<file path="src/rtl/entrada_senha_pkg.sv">
// Shared types and constants for the code-entry sequencer.
package entrada_senha_pkg;

    localparam int DIGITO_W = 4;

    typedef enum logic [2:0] {
        CAPTURA,
        COMPARA,
        RESULTADO,
        ABERTO,
        BLOQUEADO
    } estado_t;

    // Width of an index into n digits; never narrower than one bit.
    function automatic int idx_w(input int n);
        return (n > 1) ? $clog2(n) : 1;
    endfunction

endpackage

</file>
<file path="src/rtl/entrada_senha_registro_digitos.sv">
// Digit buffer: N_DIGITOS x 4-bit entries, written by index, cleared
// in one cycle, read through a combinational mux.
module registro_digitos
    import entrada_senha_pkg::*;
#(
    parameter int N_DIGITOS = 4,
    parameter int IW        = idx_w(N_DIGITOS)
) (
    input  logic                clk,
    input  logic                reset,
    input  logic                limpa,
    input  logic                escreve,
    input  logic [IW-1:0]       idx_esc,
    input  logic [DIGITO_W-1:0] d,
    input  logic [IW-1:0]       idx_le,
    output logic [DIGITO_W-1:0] q
);

    logic [DIGITO_W-1:0] mem [N_DIGITOS];

    // Storage: reset or clear wipes every entry, otherwise write the addressed one.
    always_ff @(posedge clk) begin
        if (reset || limpa) begin
            for (int i = 0; i < N_DIGITOS; i++) begin
                mem[i] <= '0;
            end
        end else if (escreve) begin
            mem[idx_esc] <= d;
        end
    end

    // Read mux feeding the comparator's entered-digit lane.
    always_comb begin
        q = mem[idx_le];
    end

endmodule

</file>
<file path="src/rtl/entrada_senha.sv">
// Code-entry sequencer for the defuse path. Captures N_DIGITOS keypad
// digits, then on confirm walks them one per cycle through an external
// combinational comparator and folds the match bits into a verdict.
//
// Interface semantics: digito_valido and confirma are single-cycle
// strobes with no back-pressure; a strobe that arrives while the block
// cannot use it (full buffer, comparing, terminal state) is dropped.
// en_cmp qualifies q1/q2, and s_cmp is sampled only while en_cmp is high.
module entrada_senha
    import entrada_senha_pkg::*;
#(
    parameter int N_DIGITOS      = 4,
    parameter int MAX_TENTATIVAS = 3
) (
    input  logic                                  clk,
    input  logic                                  reset,
    input  logic [DIGITO_W-1:0]                   digito,
    input  logic                                  digito_valido,
    input  logic                                  confirma,
    input  logic [DIGITO_W*N_DIGITOS-1:0]         senha_ref,
    output logic [DIGITO_W-1:0]                   q1,
    output logic [DIGITO_W-1:0]                   q2,
    output logic                                  en_cmp,
    input  logic                                  s_cmp,
    output logic [$clog2(N_DIGITOS+1)-1:0]        digitos_lidos,
    output logic [$clog2(MAX_TENTATIVAS+1)-1:0]   tentativas,
    output logic                                  erro,
    output logic                                  acerto,
    output logic                                  bloqueado,
    output estado_t                               estado
);

    localparam int CW = $clog2(N_DIGITOS + 1);
    localparam int TW = $clog2(MAX_TENTATIVAS + 1);
    localparam int IW = idx_w(N_DIGITOS);

    localparam logic [CW-1:0] CNT_CHEIO = CW'(N_DIGITOS);
    localparam logic [IW-1:0] IDX_ULT   = IW'(N_DIGITOS - 1);
    localparam logic [TW-1:0] TENT_ULT  = TW'(MAX_TENTATIVAS - 1);
    localparam logic [TW-1:0] TENT_MAX  = TW'(MAX_TENTATIVAS);

    estado_t estado_q, estado_d;

    logic [CW-1:0]       cnt;
    logic [IW-1:0]       cmp_idx;
    logic [TW-1:0]       tent;
    logic                ok;
    logic                erro_q;
    logic                acerto_q;
    logic                bloq_q;

    logic                cheio;
    logic                ultimo;
    logic                falha_final;
    logic                escreve;
    logic                limpa;
    logic [DIGITO_W-1:0] buf_q;
    logic [DIGITO_W-1:0] ref_dig [N_DIGITOS];

    assign cheio       = (cnt == CNT_CHEIO);
    assign ultimo      = (cmp_idx == IDX_ULT);
    assign falha_final = (tent == TENT_ULT);

    // confirma has priority over a digit strobe in the same cycle.
    assign escreve = (estado_q == CAPTURA) && digito_valido && !confirma && !cheio;
    // A failed, non-locking verdict starts a fresh attempt with an empty buffer.
    assign limpa   = (estado_q == RESULTADO) && !ok && !falha_final;

    // Reference digit i lives at senha_ref[4*i +: 4]; first entered digit pairs with digit 0.
    for (genvar g = 0; g < N_DIGITOS; g++) begin : g_ref
        assign ref_dig[g] = senha_ref[DIGITO_W*g +: DIGITO_W];
    end

    registro_digitos #(
        .N_DIGITOS (N_DIGITOS),
        .IW        (IW)
    ) u_registro (
        .clk     (clk),
        .reset   (reset),
        .limpa   (limpa),
        .escreve (escreve),
        .idx_esc (cnt[IW-1:0]),
        .d       (digito),
        .idx_le  (cmp_idx),
        .q       (buf_q)
    );

    // State register.
    always_ff @(posedge clk) begin
        if (reset) begin
            estado_q <= CAPTURA;
        end else begin
            estado_q <= estado_d;
        end
    end

    // Next-state logic and comparator drive; the comparator lanes are zero outside COMPARA.
    always_comb begin
        estado_d = estado_q;
        en_cmp   = 1'b0;
        q1       = '0;
        q2       = '0;
        case (estado_q)
            CAPTURA: begin
                if (confirma) begin
                    estado_d = cheio ? COMPARA : RESULTADO;
                end
            end
            COMPARA: begin
                en_cmp = 1'b1;
                q1     = buf_q;
                q2     = ref_dig[cmp_idx];
                // Always walk every digit so timing does not reveal the first mismatch.
                if (ultimo) begin
                    estado_d = RESULTADO;
                end
            end
            RESULTADO: begin
                if (ok) begin
                    estado_d = ABERTO;
                end else if (falha_final) begin
                    estado_d = BLOQUEADO;
                end else begin
                    estado_d = CAPTURA;
                end
            end
            ABERTO:    estado_d = ABERTO;
            BLOQUEADO: estado_d = BLOQUEADO;
            default:   estado_d = CAPTURA;
        endcase
    end

    // Datapath: digit count, compare index, match fold, attempt counter and verdict flags.
    always_ff @(posedge clk) begin
        if (reset) begin
            cnt      <= '0;
            cmp_idx  <= '0;
            tent     <= '0;
            ok       <= 1'b0;
            erro_q   <= 1'b0;
            acerto_q <= 1'b0;
            bloq_q   <= 1'b0;
        end else begin
            erro_q <= 1'b0;
            case (estado_q)
                CAPTURA: begin
                    if (confirma) begin
                        cmp_idx <= '0;
                        // A short code goes straight to the verdict as a mismatch.
                        ok      <= cheio;
                    end else if (digito_valido && !cheio) begin
                        cnt <= cnt + CW'(1);
                    end
                end
                COMPARA: begin
                    ok      <= ok & s_cmp;
                    cmp_idx <= ultimo ? '0 : cmp_idx + IW'(1);
                end
                RESULTADO: begin
                    if (ok) begin
                        acerto_q <= 1'b1;
                    end else if (falha_final) begin
                        tent   <= TENT_MAX;
                        bloq_q <= 1'b1;
                    end else begin
                        tent   <= tent + TW'(1);
                        erro_q <= 1'b1;
                        cnt    <= '0;
                    end
                end
                default: begin
                end
            endcase
        end
    end

    assign digitos_lidos = cnt;
    assign tentativas    = tent;
    assign erro          = erro_q;
    assign acerto        = acerto_q;
    assign bloqueado     = bloq_q;
    assign estado        = estado_q;

endmodule

</file>
<file path="config.mk">
export PLATFORM = sky130hd
export DESIGN_NAME = entrada_senha
export DESIGN_NICKNAME = d
export VERILOG_FILES = /design/src/rtl/entrada_senha_pkg.sv /design/src/rtl/entrada_senha_registro_digitos.sv /design/src/rtl/entrada_senha.sv
export SDC_FILE = /design/constraint.sdc
export NUM_CORES = 1
export LEC_CHECK = 0
export ABC_CLOCK_PERIOD_IN_PS = 2600
export CELL_PAD_IN_SITES_DETAIL_PLACEMENT = 0
export CELL_PAD_IN_SITES_GLOBAL_PLACEMENT = 2
export CORE_MARGIN = 8
export CORE_UTILIZATION = 31
export CTS_CLUSTER_SIZE = 12
export DETAILED_ROUTE_END_ITERATION = 16
export GPL_TIMING_DRIVEN = 0
export HOLD_SLACK_MARGIN = 0.15
export PLACE_DENSITY = 0.89
export SLEW_MARGIN = 20
export SYNTH_ARGS = -nofsm -noshare
export SYNTH_HDL_FRONTEND = slang
export SYNTH_SLANG_ARGS = --single-unit
</file>
<file path="constraint.sdc">
create_clock -name clk -period 2.6 [get_ports clk]
set_clock_uncertainty 0.1 [all_clocks]
set_input_delay 0.65 -clock clk [delete_from_list [all_inputs] [get_ports clk]]
set_output_delay 0.65 -clock clk [all_outputs]
set_load 0.05 [all_outputs]
</file>
==> flow_metrics.env <==
export IMPL_h_tree_depth=2
export IMPL_clkTransAtPathRegs_ns=0.06
export IMPL_power_switching_uw=298.5
export IMPL_synth_seq_area_share_pct=47.20
export IMPL_vias=1283
export IMPL_crit_path_max_incr_delay_ns=0.56
export IMPL_synth_cell_types=41
export IMPL_coreArea_mm2=0.005405
export IMPL_drive_above_1_share_pct=32.49
export IMPL_syn_area_mm2=0.001697
export IMPL_synth_edf_count=16
export IMPL_arrival_ns=2.47
export IMPL_rsz0062_at_grt="yes"
export IMPL_clock_sinks=32
export IMPL_syn_inst=143
export IMPL_status="finished, violations left"
export IMPL_ys_warn_count=0
export IMPL_cellPowerDensity_mw_per_mm2=527.3
export IMPL_ir_worst_vdd_v=0.0002417
export IMPL_drt_iter0_drc=82
export IMPL_fmax_mhz=376.4
export IMPL_critPathRequiredTime_ns=2.42
export IMPL_first_global_vias=1328
export IMPL_hp_class="flip-flop to flip-flop"
export IMPL_p_seq_share_pct=45.7
export IMPL_setup_slack_ns=-0.05662
export IMPL_violations="setup timing"
export IMPL_dp_final_hpwl_um=3117
export IMPL_gp_congestion=0.7524
export IMPL_critPathMaxFanout=5
export IMPL_dpl_instance_area_mm2=0.002245
export IMPL_via_per_inst=4.770
export IMPL_routedWlPerCell_um=15.43
export IMPL_async_flop_share_pct=0
export IMPL_cp_endpoint="u_registro.mem[3][0]"
export IMPL_leakagePower_uw=0.0009150
export IMPL_cap_violations=0
export IMPL_synth_seq_cells=32
export IMPL_path_cells="clkdlybuf4s50_1, or3b_4, or2_2, o31ai_1"
export IMPL_p_int_uw=965.6
export IMPL_start_util_pct=31.39
export IMPL_dr_pass1_iters=4
export IMPL_instances_no_fill=269
export IMPL_setup_violations=12
export IMPL_clk_latency_ns=0.28
export IMPL_wirelength_um=4152
export IMPL_ff2ff_path_depth=5
export IMPL_syn_avg_cell_area_um2=11.86
export IMPL_cts_tree="built"
export IMPL_grt_pass1_wl_um=6837
export IMPL_ant_nets=0
export IMPL_switching_share_pct=23.61
export IMPL_pre_cts_ws_ns=-0.5687
export IMPL_nNetsFinal=225
export IMPL_combPwrFrac_pct=15.8
export IMPL_worstReg2RegEnd="u_registro.mem[3][0]"
export IMPL_gr_usage_all_layers_pct=10.40
export IMPL_syn_to_final_growth_pct=41.30
export IMPL_slew_headroom_pct=55.63
export IMPL_grt_max_degree=11
export IMPL_dp_cells=259
export IMPL_crit_path_start_kind="input pin"
export IMPL_synth_flop_cell="edfxtp_1"
export IMPL_rows=27
export IMPL_num_antenna_cells=0
export IMPL_tightest_slew_ns=0.6599
export IMPL_port_buffers=44
export IMPL_critical_path_slowest_cell="o31ai_1"
export IMPL_fill_cells=526
export IMPL_criticalPathCategory="input pin to flip-flop"
export IMPL_cts_buffers=5
export IMPL_crit_start="digito_valido"
export IMPL_io_pins=45
export IMPL_post_route_period_util_pct=102.2
export IMPL_cts_hold_buf=0
export IMPL_die_y_um=89.98
export IMPL_timing_final_crit_period_ns=2.657
export IMPL_reg2reg_from="digitos_lidos[0]"
export IMPL_regToRegSetupSlack_ns=0.02
export IMPL_dieArea_mm2=0.008096
export IMPL_cts_root_buf="clkbuf_8"
export IMPL_min_path_cells=2
export IMPL_hold_violations=0
export IMPL_slew_violations=0
export IMPL_globalRouteOverflowTotal=0
export IMPL_antenna_found_initial=0
export IMPL_clock_path_buffers=2
export IMPL_finalPower_uw=1264
export IMPL_finalInstanceArea_mm2=0.002397
export IMPL_drc=0
export IMPL_clock_power_share_pct=38.5
export IMPL_cp_end_kind="flip-flop"
export IMPL_die_w_um=89.98
export IMPL_synth_net_count=172
state kept, by name, indices dropped and copies added, names as in the netlist, 2 cells and up, named ones only:
signal	cells
u_registro.mem	16
digitos_lidos	3
tentativas	2
estado	3
cmp_idx	2
per-stage QoR:
stage          utilization (%)  hold slack (ns)  TNS, ns
2_1_floorplan                -           0.4369  -0.1294
3_3_place_gp             41.53           0.3551   -9.269
3_5_place_dp             41.53           0.3740   -9.625
4_1_cts                  44.19           0.3893  -0.9590
5_1_grt                  44.35           0.4354   -1.271
6_report                 44.35           0.3829  -0.5881
per-layer routing:
layer  track usage (%)  part of all wire, %  routed length (um)
met1             12.97                   49                2018
met2             16.50                   46                1910
met3             2.411                  3.5                 145
met4             4.993                  1.8                  76
met5                 0                    0                   0
power by group through the flow:
stage               Sequential (uW)  Combinational (uW)  Clock (uW)
floorplan                       614                90.3           0
global placement                587                 197           0
detailed placement              589                 199           0
CTS                             577                 200         497
global route                    582                 216         517
finish                          578                 200         486
repair_timing:
| action | 4_1_cts | 5_1_grt |
|---|---|---|
| setup buffers | 1 | 0 |
| pin swaps | 0 | 3 |
| endpoints found under the setup margin | 25 | 22 |
| gates resized for setup | 63 | 7 |
| gates cloned | 1 | 0 |
synth_stat cells, drive strengths merged, types with 2 or more instances:
cell type  number  area, um^2
clkbuf          2       7.510
dfxtp          16       320.3
a211oi          2       15.01
and2           13       86.33
nor3            3       15.01
inv             7       26.28
buf             4       38.78
or3             2       13.77
or3b            2       20.02
edfxtp         16       480.5
or2             2       12.51
o21ai           5       25.02
nand2           3       11.26
mux4            8       180.2
and3           12       82.58
nor2            9       33.78
mux2i           3       30.03
a211o           2       18.77
o31ai           6       45.04
ha              4       50.05
a21oi           8       40.04
layout make-up:
cell class	count	area (um^2)	area share, %
plain buffers	6	47.55	1.983
clock buffers	6	82.58	3.445
clock inverters	2	33.78	1.409
inverters	7	30.03	1.253
multi-input cells	98	845.8	35.28
flip-flops and latches	32	804.5	33.56
well taps	72	90.09	3.758
repair buffers	45	455.4	19.00
repair inverters	1	7.507	0.3132
cells in the final DEF (no fill, tap or decap), types with 4 or more instances in the layout:
cell type        count
clkbuf_8             6
ha_1                 4
nor2_1               9
edfxtp_1            16
buf_8                4
buf_4                5
inv_1                6
o21ai_0              5
dfxtp_1             13
and3_1               6
mux4_2               8
and2_4               4
clkdlybuf4s50_1     34
a21oi_1              8
o31ai_1              5
and2_2               8
and3_2               6
critical path, delay by kind of cell:
family,cells,cell delay [ns]
buffers and inverters,1,0.49
AOI/OAI and AO/OA,1,0.56
and+or+nand+nor,2,0.76
logic make-up (layout without fill, tap and decap cells):
kind of cell               after synthesis  in the layout  share of synthesized area [%]
muxes                                   12             12                          13.05
AOI/OAI and AO/OA                       29             29                          12.32
buffers and inverters                   13             67                          4.277
DFF                                     32             32                          47.20
adders and majority gates                4              4                          2.950
and+or+nand+nor                         53             53                          20.21
how the worst min path moves through the flow:
stage / start / end
finish: bloqueado / bloqueado
floorplan: ok / ok
global placement: bloqueado / bloqueado
global route: acerto / acerto
CTS: bloqueado / bloqueado
detailed placement: bloqueado / bloqueado
Note: power is estimated with default switching activity, not from simulation.
